### src/rtl/e2prom_pkg.sv
// Shared types and constants for the EEPROM read/write self-test sequencer.
// Used by e2prom_rw_test_ctrl and e2prom_wr_delay.
package e2prom_pkg;

    typedef enum logic [3:0] {
        IDLE,
        WR_REQ,
        WR_WAIT,
        WR_DELAY,
        RD_REQ,
        RD_WAIT,
        CHECK,
        PASS,
        FAIL
    } e2prom_state_t;

    localparam logic I2C_RD = 1'b1;
    localparam logic I2C_WR = 1'b0;

    // EEPROM internal write-cycle time in clk cycles
    localparam logic [13:0] WR_WAIT_MAX_DEF = 14'd5000;

endpackage

### src/rtl/e2prom_wr_delay.sv
// Loadable down-counter: i_load arms it with i_load_val, o_expire pulses for one
// cycle when it reaches zero. Generic enough to time I2C bus phases as well.
module e2prom_wr_delay #(
    parameter int W = 14
) (
    input  logic         i_clk,
    input  logic         i_rst,
    input  logic         i_load,
    input  logic [W-1:0] i_load_val,
    output logic         o_expire
);

    logic [W-1:0] r_cnt;

    always_ff @(posedge i_clk or posedge i_rst) begin
        if (i_rst) begin
            r_cnt    <= '0;
            o_expire <= 1'b0;
        end else begin
            o_expire <= 1'b0;
            if (i_load) begin
                r_cnt    <= i_load_val;
                // a zero load expires immediately instead of hanging
                o_expire <= (i_load_val == '0);
            end else if (r_cnt != '0) begin
                r_cnt    <= r_cnt - W'(1);
                o_expire <= (r_cnt == W'(1));
            end
        end
    end

endmodule

### src/rtl/e2prom_rw_test_ctrl.sv
// EEPROM self-test sequencer: writes A[7:0] to addresses 0..MAX_BYTE-1 through the
// I2C byte driver, reads them back and compares. Optional macro: RETRY_ON_NACK_EN.
module e2prom_rw_test_ctrl
    import e2prom_pkg::*;
#(
    parameter logic [15:0] MAX_BYTE    = 16'd256,
    parameter logic [13:0] WR_WAIT_MAX = WR_WAIT_MAX_DEF
`ifdef RETRY_ON_NACK_EN
    ,
    parameter logic [1:0]  RETRY_MAX   = 2'd3
`endif
) (
    input  logic        i_clk,
    input  logic        i_rst,
    input  logic        i_start,
    output logic        o_busy,
    output logic        o_i2c_exec,
    output logic        o_i2c_rh_wl,
    output logic [15:0] o_i2c_addr,
    output logic [7:0]  o_i2c_data_w,
    input  logic [7:0]  i_i2c_data_r,
    input  logic        i_i2c_done,
    input  logic        i_i2c_ack,
    output logic        o_rw_done,
    output logic        o_rw_result
);

    localparam logic [15:0] LAST_ADDR = MAX_BYTE - 16'd1;

    e2prom_state_t r_state;
    logic [15:0]   r_addr;
    logic [7:0]    r_data_rd;
    logic          w_dly_load;
    logic          w_dly_expire;
`ifdef RETRY_ON_NACK_EN
    logic [1:0]    r_retry;
`endif

    assign w_dly_load = (r_state == WR_WAIT) && i_i2c_done && !i_i2c_ack;

    e2prom_wr_delay #(.W(14)) u_wr_delay (
        .i_clk      (i_clk),
        .i_rst      (i_rst),
        .i_load     (w_dly_load),
        .i_load_val (WR_WAIT_MAX),
        .o_expire   (w_dly_expire)
    );

    always_ff @(posedge i_clk or posedge i_rst) begin
        if (i_rst) begin
            r_state      <= IDLE;
            r_addr       <= '0;
            r_data_rd    <= '0;
            o_busy       <= 1'b0;
            o_i2c_exec   <= 1'b0;
            o_i2c_rh_wl  <= 1'b0;
            o_i2c_addr   <= '0;
            o_i2c_data_w <= '0;
            o_rw_done    <= 1'b0;
            o_rw_result  <= 1'b0;
`ifdef RETRY_ON_NACK_EN
            r_retry      <= '0;
`endif
        end else begin
            o_i2c_exec <= 1'b0;
            o_rw_done  <= 1'b0;
            case (r_state)
                IDLE: if (i_start) begin
                    r_state     <= WR_REQ;
                    r_addr      <= '0;
                    o_rw_result <= 1'b0;
                    o_busy      <= 1'b1;
`ifdef RETRY_ON_NACK_EN
                    r_retry     <= '0;
`endif
                end
                WR_REQ: begin
                    o_i2c_exec   <= 1'b1;
                    o_i2c_rh_wl  <= I2C_WR;
                    o_i2c_addr   <= r_addr;
                    o_i2c_data_w <= r_addr[7:0];
                    r_state      <= WR_WAIT;
                end
                WR_WAIT: if (i_i2c_done) begin
                    if (!i_i2c_ack) begin
                        r_state <= WR_DELAY;
`ifdef RETRY_ON_NACK_EN
                        r_retry <= '0;
                    end else if (r_retry + 2'd1 != RETRY_MAX) begin
                        r_retry <= r_retry + 2'd1;
                        r_state <= WR_REQ;
`endif
                    end else begin
                        r_state     <= FAIL;
                        o_rw_done   <= 1'b1;
                        o_rw_result <= 1'b0;
                    end
                end
                WR_DELAY: if (w_dly_expire) begin
                    if (r_addr == LAST_ADDR) begin
                        r_addr  <= '0;
                        r_state <= RD_REQ;
                    end else begin
                        r_addr  <= r_addr + 16'd1;
                        r_state <= WR_REQ;
                    end
                end
                RD_REQ: begin
                    o_i2c_exec  <= 1'b1;
                    o_i2c_rh_wl <= I2C_RD;
                    o_i2c_addr  <= r_addr;
                    r_state     <= RD_WAIT;
                end
                RD_WAIT: if (i_i2c_done) begin
                    if (!i_i2c_ack) begin
                        r_data_rd <= i_i2c_data_r;
                        r_state   <= CHECK;
`ifdef RETRY_ON_NACK_EN
                        r_retry   <= '0;
                    end else if (r_retry + 2'd1 != RETRY_MAX) begin
                        r_retry <= r_retry + 2'd1;
                        r_state <= RD_REQ;
`endif
                    end else begin
                        r_state     <= FAIL;
                        o_rw_done   <= 1'b1;
                        o_rw_result <= 1'b0;
                    end
                end
                CHECK: begin
                    if (r_data_rd != r_addr[7:0]) begin
                        r_state     <= FAIL;
                        o_rw_done   <= 1'b1;
                        o_rw_result <= 1'b0;
                    end else if (r_addr == LAST_ADDR) begin
                        r_state     <= PASS;
                        o_rw_done   <= 1'b1;
                        o_rw_result <= 1'b1;
                    end else begin
                        r_addr  <= r_addr + 16'd1;
                        r_state <= RD_REQ;
                    end
                end
                PASS, FAIL: begin
                    r_state <= IDLE;
                    o_busy  <= 1'b0;
                end
                default: r_state <= IDLE;
            endcase
        end
    end

endmodule

### config.mk
export PLATFORM = sky130hd
export DESIGN_NAME = e2prom_rw_test_ctrl
export DESIGN_NICKNAME = d
export VERILOG_FILES = /design/src/rtl/e2prom_pkg.sv /design/src/rtl/e2prom_wr_delay.sv /design/src/rtl/e2prom_rw_test_ctrl.sv
export SDC_FILE = /design/constraint.sdc
export NUM_CORES = 1
export LEC_CHECK = 0
export ABC_AREA = 1
export CAP_MARGIN = 20
export CORE_MARGIN = 2
export CORE_UTILIZATION = 40
export CTS_BUF_LIST = sky130_fd_sc_hd__clkbuf_8
export DETAILED_ROUTE_END_ITERATION = 10
export GPL_ROUTABILITY_DRIVEN = 0
export HOLD_SLACK_MARGIN = 0.08
export PLACE_DENSITY = 0.71
export SYNTH_ARGS = -nofsm -noshare
export SYNTH_HDL_FRONTEND = slang
export SYNTH_SLANG_ARGS = --single-unit
### constraint.sdc
create_clock -name i_clk -period 2.5 [get_ports i_clk]
set_input_delay 0.25 -clock i_clk [delete_from_list [all_inputs] [get_ports i_clk]]
set_output_delay 0.25 -clock i_clk [all_outputs]
set_load 0.1 [all_outputs]
* Yosys cells after proc, flatten, opt, wreduce, memory -nomap -nowiden
Index checks and enable logic that the tools add are counted.
Word-level totals: output and inout port bits 29, flip-flop bits (word level) 72
Cells by class: eq/ne operators 20, mux-type cells 35, reduce and logical (&&, ||, !) cells 18, bitwise logic cells 1, add/subtract/negate cells 2
Operator list (count):
- 2-to-1 mux 16 bit | 5
- one-hot mux 16 bit (3 select lines) | 1
- 2-to-1 mux 14 bit | 2
- 2-to-1 mux 4 bit | 7
- one-hot mux 4 bit (7 select lines) | 1
- adder 16 x 1 -> 16 bit (second input constant) | 1
- equality test 16 x 8 -> 1 bit (second input constant) | 1
- equality test 4 x 3 -> 1 bit (second input constant) | 4
- equality test 14 x 1 -> 1 bit (second input constant) | 1
- nonzero test 14 bit | 1
- subtractor 14 x 1 -> 14 bit (second input constant) | 1
- 2-to-1 mux 1 bit | 13
- != test 2 bit (second input constant) | 5
- AND reduction 5 bit | 2
- equality test 4 x 2 -> 1 bit (second input constant) | 2
- != test 8 bit | 1
- != test 2 x 1 -> 1 bit (second input constant) | 3
- one-hot mux 1 bit (2 select lines) | 3
- nonzero test 2 bit | 3
- nonzero test 3 bit | 2
- OR reduction 2 bit | 3
- equality test 4 x 1 -> 1 bit (second input constant) | 1
- equality test 4 bit (second input constant) | 1
- zero test 4 bit | 1
- other kinds (10) | 11

* Logic depth before layout (Yosys ltp)
word-level depth 4, depth in mapped cells 12, depth with buffers taken out 11

* Cells and area by module
Synthesis repeated with hierarchy kept, for this count alone.
Unflattened totals: cells, all modules 596, area total of the unflattened synthesis 4200.3 um^2
Modules (own cells, without submodules):
- e2prom_rw_test_ctrl | cells an instance 435, instances 1, area each 3101.7 um^2
- e2prom_wr_delay | cells an instance 161, instances 1, area each 1098.6 um^2

* Worst setup path after synthesis
OpenSTA, ideal clock, no wires.
path kind register to register, start point register r_addr[0], end point register r_addr[8], cell stages (with the launch flop) 13, path slack 871 ps, data required time 2384 ps, arrival time 1513 ps, path buffers 1, setup time 116 ps, cell sequence dfrtp_1 > ha_1 > nand3_2 > inv_2 > nand2_2 > clkinv_2 > nand3_4 > nand2_4 > inv_4 > nand2_8 > buf_6 > nand2_1 > nand2_1
On the way: longest elaborated chain between the ends 4, elaborated cells between the ends (all ways) 11, those cells by class 1 x add/sub; 4 x eq/ne; 5 x mux; 1 x reduce/logical
RTL lines:
- start, declared | RTL line e2prom_rw_test_ctrl.sv:31 | logic [15:0] r_addr;
- start signal, assigned | RTL line e2prom_rw_test_ctrl.sv:104 | r_addr <= r_addr + 16'd1;
- start signal, assigned | RTL line e2prom_rw_test_ctrl.sv:140 | r_addr <= r_addr + 16'd1;
- adder 16 x 1 -> 16 bit or equality test 16 x 8 -> 1 bit (tied branches)
- 2-to-1 mux 16 bit, on equally long branches | RTL line e2prom_rw_test_ctrl.sv:135, e2prom_rw_test_ctrl.sv:100
- 2-to-1 mux 16 bit, on equally long branches | RTL line e2prom_rw_test_ctrl.sv:131, e2prom_rw_test_ctrl.sv:99
- one-hot mux 16 bit (3 select lines) | RTL line e2prom_rw_test_ctrl.sv:67 | case (r_state)
Several ways; a longest one is shown, not always the timed one. The select of a mux whose other input is x is not followed. A chain may end at the register's enable or synchronous reset.

* Worst setup path after layout
start point register r_state[2], end point register r_addr[11]
On the way: longest elaborated chain between the ends 3, elaborated cells between the ends (all ways) 10, those cells by class 6 x eq/ne; 1 x mux; 3 x reduce/logical
RTL lines:
- start, declared | RTL line e2prom_rw_test_ctrl.sv:30 | e2prom_state_t r_state;
- start signal, assigned | RTL line e2prom_rw_test_ctrl.sv:51 | r_state <= IDLE;
- start signal, assigned | RTL line e2prom_rw_test_ctrl.sv:69 | r_state <= WR_REQ;
- start signal, assigned | RTL line e2prom_rw_test_ctrl.sv:82 | r_state <= WR_WAIT;
- equality test 4 x 3 -> 1 bit (tied with other cells) | RTL line e2prom_rw_test_ctrl.sv:67
- != test 2 bit (no line) (tied with other cells)
- AND reduction 5 bit (no line)
Several ways; a longest one is shown, not always the timed one.

==> flow_metrics.tcl <==
set metrics [dict create \
    cts_hold_buf 0 \
    drive_gt1_share_pct 12.91 \
    grt_antenna_before_repair 0 \
    cts_buffers 9 \
    design_area_mm2 0.004616 \
    multi_input_area_mm2 0.001795 \
    regToRegSetupSlack_ps 480 \
    path_cells "inv_1 -> nor2_2 -> nand2_1 -> clkinv_2 -> nand3_4 -> nand2_4 -> nor2_2 -> nand2_1 -> nand2_1" \
    report.final.slew_viol_count 0 \
    synth.area.top_cells "dfrtp_1, nand2_1, nor2_1" \
    drt_first_iter_violations 224 \
    path_max_fanout 11 \
    hold_viol 0 \
    outcome "complete, no violations" \
    cts_sinks 72 \
    vias 3539 \
    ir_drop_uv 697.8 \
    clk_latency_ps 350 \
    postRouteAntennaNets 0 \
    core_mm2 0.009639 \
    r2r-end "r_addr[11]" \
    drv_cap 0 \
    cts_setup_buffers 0 \
    overflow 0 \
    synth_top_area_share_pct 46.14 \
    post-route-period-util_pct 80.97 \
    post_cts_resized 0 \
    tightest_slew_ps 570.6 \
    rows 36 \
    path_common_cell "nand2_1" \
    die_h_um 102.8 \
    grt_max_degree 49 \
    slowest_delay_ps 400 \
    drc 0 \
    final_nets 592 \
    yosysSeqAreaShare_pct 46.14 \
    cts_tree "done" \
    routedWlPerCell_um 12.48 \
    regArea_mm2 0.001802 \
    crit_path_end_kind "register" \
    cts_max_path_buffers 2 \
    placed_cell_area_mm2 0.004370 \
    start_util_pct 40.51 \
    h-tree-depth 3 \
    grt_setup_unrepaired "no" \
    worstSetupStartpoint "r_state[2]" \
    maxSlewHeadroom_pct 61.87 \
    syn_inst 532 \
    critPathKind "register to register" \
    yosys_register_bits 72 \
    cts_root_buffer "clkbuf_8" \
    routed_via_density 4.957 \
    final_cell_count_no_fill 714 \
    hold-worst-slack_ps 265.7 \
    p_total_uw 5409 \
    fill_cells 996 \
    finalSetupTns_ps 0 \
    fin_crit_ps 2024 \
    required_ps 2790 \
    grt_use_total_pct 18.50 \
    cp-start-kind "register" \
    cp_num_buf_inv 2 \
    dp_cells 698 \
    clkTransAtPathRegs_ps 80 \
    io_buffers 41 \
    die_area_mm2 0.01057 \
    syn_avg_cell_area_um2 7.340 \
    p_leak_uw 0.002271 \
    setup_viol_count_final 0 \
    ios 42 \
    min-delay-path-class "primary input to async pin" \
    max_freq_mhz 494.0 \
    syn_to_final_growth_pct 18.20 \
    netlist_area_mm2 0.003905 \
    power.density_mw_per_mm2 1172 \
    hpwl_um 6622 \
    routed_wl_um 8908 \
    firstDrtPassIters 5 \
    arrival_ps 2310 \
    synth.distinct_cells 33 \
    rr_worst_depth 9 \
    die_x_um 102.8 \
    cpMaxStageDelayCell "dfrtp_1" \
    synth_fp_nets 548 \
    critPathTopFamily "simple AND/OR/NAND/NOR gates" \
    yosysTopAreaCell "dfrtp_1" \
    rr_startpoint "r_state[2]" \
    grt_first_pass_wirelength_um 15480 \
    first_global_vias 3278 \
    diodes 0 \
    yosysWarnings 0 \
    final.setup_skew_ps 7.748 \
]
## synthesized netlist by cell type
master	instances
nor3_1	7
nand2_8	1
nor2_2	7
a21oi_1	33
buf_2	5
o31ai_1	1
nand3b_1	3
clkinv_2	2
o221a_2	1
a22oi_1	3
nor2_4	1
nor2_1	76
nand2_2	2
o211ai_1	1
nand2_1	170
inv_4	1
nor4_1	1
buf_6	3
nand3_1	37
o21ai_0	18
ha_1	3
inv_1	51
inv_2	9
o21ai_4	1
xnor2_1	3
nand3_4	1
xor2_1	7
nand3_2	1
nand2_4	1
clkbuf_1	2
dfrtp_1	72
nand4_1	7
a21boi_1	1
## routing by layer
layer	up-vias	track usage, %	wire (um)
met2	104	29.91	4023
met1	1653	25.14	4193
li1	1773	-	-
met5	-	0	0
met4	0	6.781	131
met3	9	3.119	560
## placed cells by master, fill, tap and decap left out, types with 2 or more instances in the layout
cell type	count
bufinv_16	3
inv_1	51
xnor2_1	3
nand3b_1	3
dfrtp_1	72
inv_2	10
a22oi_1	3
clkdlybuf4s50_1	12
clkbuf_8	10
buf_4	30
nor3_1	7
nor2_2	7
nor2_1	76
a21oi_1	33
nand2_2	2
nand2_1	170
clkinv_2	3
nand3_1	37
o21ai_0	18
nand4_1	7
xor2_1	7
ha_1	3
## area by class of cell
class,count,share of cell area [%]
clock buffer,10,2.982
clock inverter,6,2.331
inverter,63,5.232
multi-input combinational,387,38.90
sequential,72,39.03
tap,133,3.605
timing repair buffer,43,7.915
## worst register-to-register path: cells and delay by family (launching register included)
kind                   cells  cell delay (ps)
buffers and inverters      2              420
DFF                        1              400
and+or+nand+nor            7             1160
## where the power goes
group | leakage, uW | switching (uW) | internal [uW]
clock network | 0.000128 | 438 | 687
registers | 0.000897 | 203 | 1440
logic | 0.00125 | 2040 | 599
total | 0.00227 | 2680 | 2730
## cell families after synthesis
kind of cell	count (synthesis)	synth area share [%]
adders and majority gates	3	0.9613
buffers and inverters	73	7.882
DFF	72	46.14
and+or+nand+nor	315	34.38
AOI/OAI and AO/OA	59	8.395
xor gates and xnor gates	10	2.243
## sequential cells by signal, summed over array words and instances, names as in the netlist
register,flops
o_i2c_exec,1
o_busy,1
o_i2c_data_w,8
o_i2c_rh_wl,1
o_i2c_addr,16
u_wr_delay.o_expire,1
r_state,4
u_wr_delay.r_cnt,14
r_addr,16
o_rw_result,1
r_data_rd,8
o_rw_done,1
## worst max path at each step
stage            endpoint  slack [ps]  cells after the start
2_1_floorplan      o_busy         430                      1
3_3_place_gp   r_addr[10]         480                      9
3_5_place_dp    r_addr[8]         490                      9
4_1_cts         r_addr[8]         470                      9
5_1_grt        r_addr[10]         260                      9
6_report       r_addr[11]         480                      9
## per-stage QoR
stage | util (%) | setup WS, ps
after floorplan | - | 425.1
after global placement | 45.34 | 482.4
after detailed placement | 45.34 | 490.1
after CTS | 47.88 | 468.3
after global routing | 47.88 | 264.4
final | 47.88 | 475.6
No activity file was read; power rests on OpenSTA's default activity.
